[config.mk]
export PLATFORM = sky130hd
export DESIGN_NAME = tree_sum_narrower
export DESIGN_NICKNAME = d
export VERILOG_FILES = /design/src/rtl/adder_tree_pkg.sv /design/src/rtl/rescale_sat.sv /design/src/rtl/tree_sum_narrower.sv
export SDC_FILE = /design/constraint.sdc
export NUM_CORES = 1
export LEC_CHECK = 0
export ABC_AREA = 1
export CAP_MARGIN = 20
export CORE_MARGIN = 8
export CORE_UTILIZATION = 30
export DETAILED_ROUTE_END_ITERATION = 7
export MAX_ROUTING_LAYER = met4
export PLACE_DENSITY = 0.56
export RECOVER_POWER = 50
export SLEW_MARGIN = 20
export SYNTH_ARGS = -nofsm -noshare
export SYNTH_HDL_FRONTEND = slang
export SYNTH_HIERARCHICAL = 1
export SYNTH_SLANG_ARGS = --single-unit
[constraint.sdc]
create_clock -name clk -period 4.9 [get_ports clk]
set_clock_uncertainty 0.2 [all_clocks]
set_input_delay 0.98 -clock clk [delete_from_list [all_inputs] [get_ports clk]]
set_output_delay 0.98 -clock clk [all_outputs]
set_load 0.02 [all_outputs]
[src/rtl/adder_tree_pkg.sv]
// Shared definitions for the adder tree and its drain stage.
//   - per-level output widths of the 16 -> 21 bit adder tree
//   - DATA_W datapath width and its saturation limits
//   - state encoding of the tree_sum_narrower drain FSM
package adder_tree_pkg;

  localparam int DATA_W = 16;

  // Each tree level adds one bit of headroom.
  localparam int L1_W = DATA_W + 1;
  localparam int L2_W = DATA_W + 2;
  localparam int L3_W = DATA_W + 3;
  localparam int L4_W = DATA_W + 4;
  localparam int L5_W = DATA_W + 5;

  localparam logic signed [DATA_W-1:0] OUT_MAX = {1'b0, {(DATA_W-1){1'b1}}};
  localparam logic signed [DATA_W-1:0] OUT_MIN = {1'b1, {(DATA_W-1){1'b0}}};

  typedef enum logic {
    ACCUM = 1'b0,
    HOLD  = 1'b1
  } state_t;

endpackage

[src/rtl/rescale_sat.sv]
// Combinational narrowing of the accumulator to OUT_W bits.
// Order: round half up, arithmetic shift right by SHIFT, optional ReLU, saturate.
// Ports:
//   acc     in  ACC_W  signed accumulator value
//   relu_en in  1      clamp negative results to zero
//   out     out OUT_W  signed narrowed result
//   sat     out 1      result was clipped to the OUT_W range
module rescale_sat #(
  parameter int ACC_W = 24,
  parameter int OUT_W = 16,
  parameter int SHIFT = 5
) (
  input  logic signed [ACC_W-1:0] acc,
  input  logic                    relu_en,
  output logic signed [OUT_W-1:0] out,
  output logic                    sat
);

  // Half an LSB of the shifted result; zero when no shift is applied.
  localparam logic signed [ACC_W-1:0] RND  = ACC_W'((64'sd1 <<< SHIFT) >>> 1);
  localparam logic signed [ACC_W-1:0] MAXV = ACC_W'((64'sd1 <<< (OUT_W-1)) - 64'sd1);
  localparam logic signed [ACC_W-1:0] MINV = -MAXV - ACC_W'(1);

  logic signed [ACC_W-1:0] rnd;
  logic signed [ACC_W-1:0] r;

  // ACC_W carries enough headroom that the rounding add cannot wrap.
  assign rnd = acc + RND;

  always_comb begin
    r = rnd >>> SHIFT;
    if (relu_en && (r < 0)) r = '0;
    out = r[OUT_W-1:0];
    sat = 1'b0;
    if (r > MAXV) begin
      out = MAXV[OUT_W-1:0];
      sat = 1'b1;
    end else if (r < MINV) begin
      out = MINV[OUT_W-1:0];
      sat = 1'b1;
    end
  end

endmodule

[src/rtl/tree_sum_narrower.sv]
// Drain stage at the adder tree root: accumulates NUM_TILES signed tree sums,
// narrows the total to OUT_W bits and holds it until the consumer takes it.
// Ports:
//   clk, rst            clock, asynchronous active-high reset
//   in_valid/in_ready   input handshake, in_sum is the IN_W signed tree sum
//   relu_en             ReLU enable, taken from the final beat of a group
//   out_valid/out_ready output handshake
//   out_data            OUT_W signed narrowed result
//   out_sat             result was clipped to the OUT_W range
module tree_sum_narrower
  import adder_tree_pkg::*;
#(
  parameter int IN_W      = 21,
  parameter int OUT_W     = 16,
  parameter int NUM_TILES = 4,
  parameter int SHIFT     = 5
) (
  input  logic                    clk,
  input  logic                    rst,
  input  logic                    in_valid,
  output logic                    in_ready,
  input  logic signed [IN_W-1:0]  in_sum,
  input  logic                    relu_en,
  output logic                    out_valid,
  input  logic                    out_ready,
  output logic signed [OUT_W-1:0] out_data,
  output logic                    out_sat
);

  localparam int ACC_W = IN_W + $clog2(NUM_TILES) + 1;
  localparam int CNT_W = (NUM_TILES > 1) ? $clog2(NUM_TILES) : 1;
  localparam logic [CNT_W-1:0] LAST = CNT_W'(NUM_TILES - 1);

  state_t                    state, state_next;
  logic signed [ACC_W-1:0]   acc, acc_next, sum_ext;
  logic [CNT_W-1:0]          beat_cnt;
  logic                      fire, last;
  logic signed [OUT_W-1:0]   res;
  logic                      res_sat;

  // Both handshake flags decode the state register only, so out_ready never
  // reaches in_ready combinationally and no beat lands on the handshake cycle.
  assign in_ready  = (state == ACCUM);
  assign out_valid = (state == HOLD);

  assign fire     = in_valid && in_ready;
  assign last     = fire && (beat_cnt == LAST);
  assign sum_ext  = {{(ACC_W-IN_W){in_sum[IN_W-1]}}, in_sum};
  assign acc_next = (beat_cnt == '0) ? sum_ext : acc + sum_ext;

  rescale_sat #(
    .ACC_W (ACC_W),
    .OUT_W (OUT_W),
    .SHIFT (SHIFT)
  ) u_rescale (
    .acc     (acc_next),
    .relu_en (relu_en),
    .out     (res),
    .sat     (res_sat)
  );

  always_comb begin
    state_next = state;
    case (state)
      ACCUM:   if (last) state_next = HOLD;
      HOLD:    if (out_ready) state_next = ACCUM;
      default: state_next = ACCUM;
    endcase
  end

  always_ff @(posedge clk or posedge rst) begin
    if (rst) begin
      state    <= ACCUM;
      acc      <= '0;
      beat_cnt <= '0;
      out_data <= '0;
      out_sat  <= 1'b0;
    end else begin
      state <= state_next;
      if (fire) begin
        acc <= acc_next;
        if (last) begin
          beat_cnt <= '0;
          out_data <= res;
          out_sat  <= res_sat;
        end else begin
          beat_cnt <= beat_cnt + 1'b1;
        end
      end
    end
  end

endmodule
==> results.toml <==
[critical_path]
path_class = "input port to flip-flop"
critPathMaxFanout = 16
endpoint_kind = "flip-flop"
worstPathRequired_ns = 4.88
start_kind = "input port"
worstPathArrival_ns = 4.54

[min_path]
hold_path.class = "flip-flop to flip-flop"

[global_route]
antenna_found_initial = 0
grt-ovfl-total = 0
gr-usage-all-layers = 0.139
grt_pass1_wl_um = 21700
grt_max_degree = 45
first_global_vias = 4320

[run]
cap_violations = 1

[die]
dieHeight_um = 138
initial_utilization = 0.308
rows = 44
die_area_mm2 = 0.0191
core_area_mm2 = 0.0146
io_pins = 45
die_x_um = 138

[power_and_ir_drop]
swShare = 0.523
p_per_area_mw_per_mm2 = 760
ir_drop_mv = 0.250
leakagePower_nw = 2.88
power_frac_seq = 0.156
p_clk_frac = 0.098
switchingPower_w = 0.00216
combPwrFrac = 0.746
p_int_w = 0.00197

[timing]
fmax_mhz = 219
maxSlewHeadroom = -0.442
setup_viol = 0
max_slew.worst_pin.slew_ns = 2.15
period_share = 0.931
hold_viol_final = 0
setup_tns_ns = 0
period_needed_ns = 4.56
drv_slew = 45
grt_setup_unrepaired = "false"

[place]
dp_cells = 956
hpwl_um = 10300
place_congestion = 0.888
numPortBuffers = 44

[final_layout]
n_fill_cell = 1584
drive_above_1_share = 0.135
instances_no_fill = 964
antennaDiodeCount = 0
area_delta_synth_final_pct = 21.0
final_nets = 832

[synth]
synth_area_mm2 = 0.00449
syn_avg_cell_area_um2 = 6.24
synthesis.nets = 773
ys_warn_count = 6
synth_cells = 720

[run_status]
violations = "capacitance limit, slew limit"
status = "finished, violations left"

[routing]
drtIter0Drc = 326
drc = 0
finalWirelength_um = 13000
drtPass1Iterations = 5
drt-vias-per-instance = 4.64
ant_nets = 0
vias = 4471
wire_per_inst_um = 13.5

[clock_tree]
cts_made_buffers = 5
clock_latency_ns = 0.30
cts_tree = "done"
clockBufferDepth = 2
cts_sinks = 44
clk_pin_slew_worst_paths_ns = 0.07
htreeDepth = 2
clockRootBuffer = "clkbuf_16"
-- sequential cells by signal, indices dropped and copies added (netlist names) --
signal and cells:
acc 24, out_valid 1, out_data 16, beat_cnt 2
out_sat 1
-- stage by stage --
| step | instance area, um2 | total power, W | utilization | setup slack [ns] | hold slack (ns) |
|---|---|---|---|---|---|
| after floorplan | 4490 | 0.00286 | - | 0.718 | 0.253 |
| after global placement | 5260 | 0.00374 | 0.361 | 0.0889 | 0.270 |
| after detailed placement | 5260 | 0.00375 | 0.361 | 0.0259 | 0.274 |
| after CTS | 5430 | 0.00418 | 0.372 | 0.301 | 0.291 |
| after global routing | 5440 | 0.00458 | 0.373 | 0.00522 | 0.308 |
| final | 5440 | 0.00413 | 0.373 | 0.339 | 0.287 |
-- worst max-delay path: stages --
cell and delay [ns]:
clkdlybuf4s50_1 0.48, ha_1 0.18, inv_1 0.06, fa_1 0.40
inv_1 0.09, nand3_1 0.07, nand3_1 0.15, nand2_1 0.08
nand2_1 0.11, nand3_1 0.10, nand2_1 0.07, nand2_1 0.07
a31oi_2 0.20, nand2_1 0.11, nor2_1 0.20, nand3_1 0.12
o21ai_1 0.14, nand2_1 0.08, or2_1 0.26, o21ai_4 0.15
buf_12 0.15, nand2_1 0.06, mux2_2 0.25
-- power by group through the flow --
stage	Clock (W)	Combinational (W)	Sequential [W]
after detailed placement	0	0.00309	0.000658
after CTS	0.000413	0.00311	0.000652
final	0.000405	0.00308	0.000647
after global placement	0	0.00308	0.000658
after global routing	0.000419	0.00349	0.000672
after floorplan	0	0.00213	0.000726
-- placed cells by master, fill, tap and decap left out, types with 3 or more instances in the layout --
cell type and n:
inv_1 93, dlygate4sd3_1 9, a21oi_1 19, xnor2_1 3
nand2_2 17, a31oi_1 11, or2_2 8, nand2_1 289
nand3_1 46, ha_1 26, nand4_1 9, mux2_2 17
clkdlybuf4s50_1 35, and3_1 3, nor2_2 11, clkbuf_16 5
o21ai_0 10, buf_4 20, nand3b_1 5, nor2_1 52
nand3_2 4, inv_2 6, xor2_1 3, dfrtp_1 44
nor2_4 4, and2_1 4
-- path summary, 6_finish.rpt --
| check | endpoint | from | slack [ns] | cells past startpoint |
|---|---|---|---|---|
| hold / removal | acc[19]$_DFFE_PP0P_ | acc[19]$_DFFE_PP0P_ | 0.29 | 2 |
| setup / recovery | out_data[2]$_DFFE_PP0P_ | in_sum[0] | 0.34 | 23 |
| hold reg to reg | acc[19]$_DFFE_PP0P_ | acc[19]$_DFFE_PP0P_ | 0.29 | 2 |
| setup reg to reg | out_data[11]$_DFFE_PP0P_ | acc[6]$_DFFE_PP0P_ | 1.13 | 22 |
| min in group asynchronous | beat_cnt[1]$_DFFE_PP0P_ | rst | 1.51 | 2 |
| max in group asynchronous | out_data[6]$_DFFE_PP0P_ | rst | 2.03 | 2 |
-- metal layers --
metal / share of wire / routed length (um) / GRT usage
met1: 0.52 / 6780 / 0.186
met2: 0.44 / 5660 / 0.221
met3: 0.034 / 439 / 0.0209
met4: 0.0070 / 91 / 0.0240
met5: 0 / 0 / -
-- cell type report --
class / instances / area, um2 / share of cell area
clock inverter: 2 / 35.0 / 0.00644
clock buffer: 6 / 129 / 0.0237
tap: 184 / 230 / 0.0423
inverter: 101 / 380 / 0.0699
timing repair buffer: 65 / 611 / 0.112
multi-input combinational: 562 / 2950 / 0.543
sequential: 44 / 1100 / 0.202
-- repair_timing --
item / in CTS / in global routing
buffers inserted: 0 / 0
endpoints found under the setup margin: 0 / 16
hold buffers: 0 / 0
gates resized for setup: 0 / 2
No activity file was read; power rests on OpenSTA's default activity.
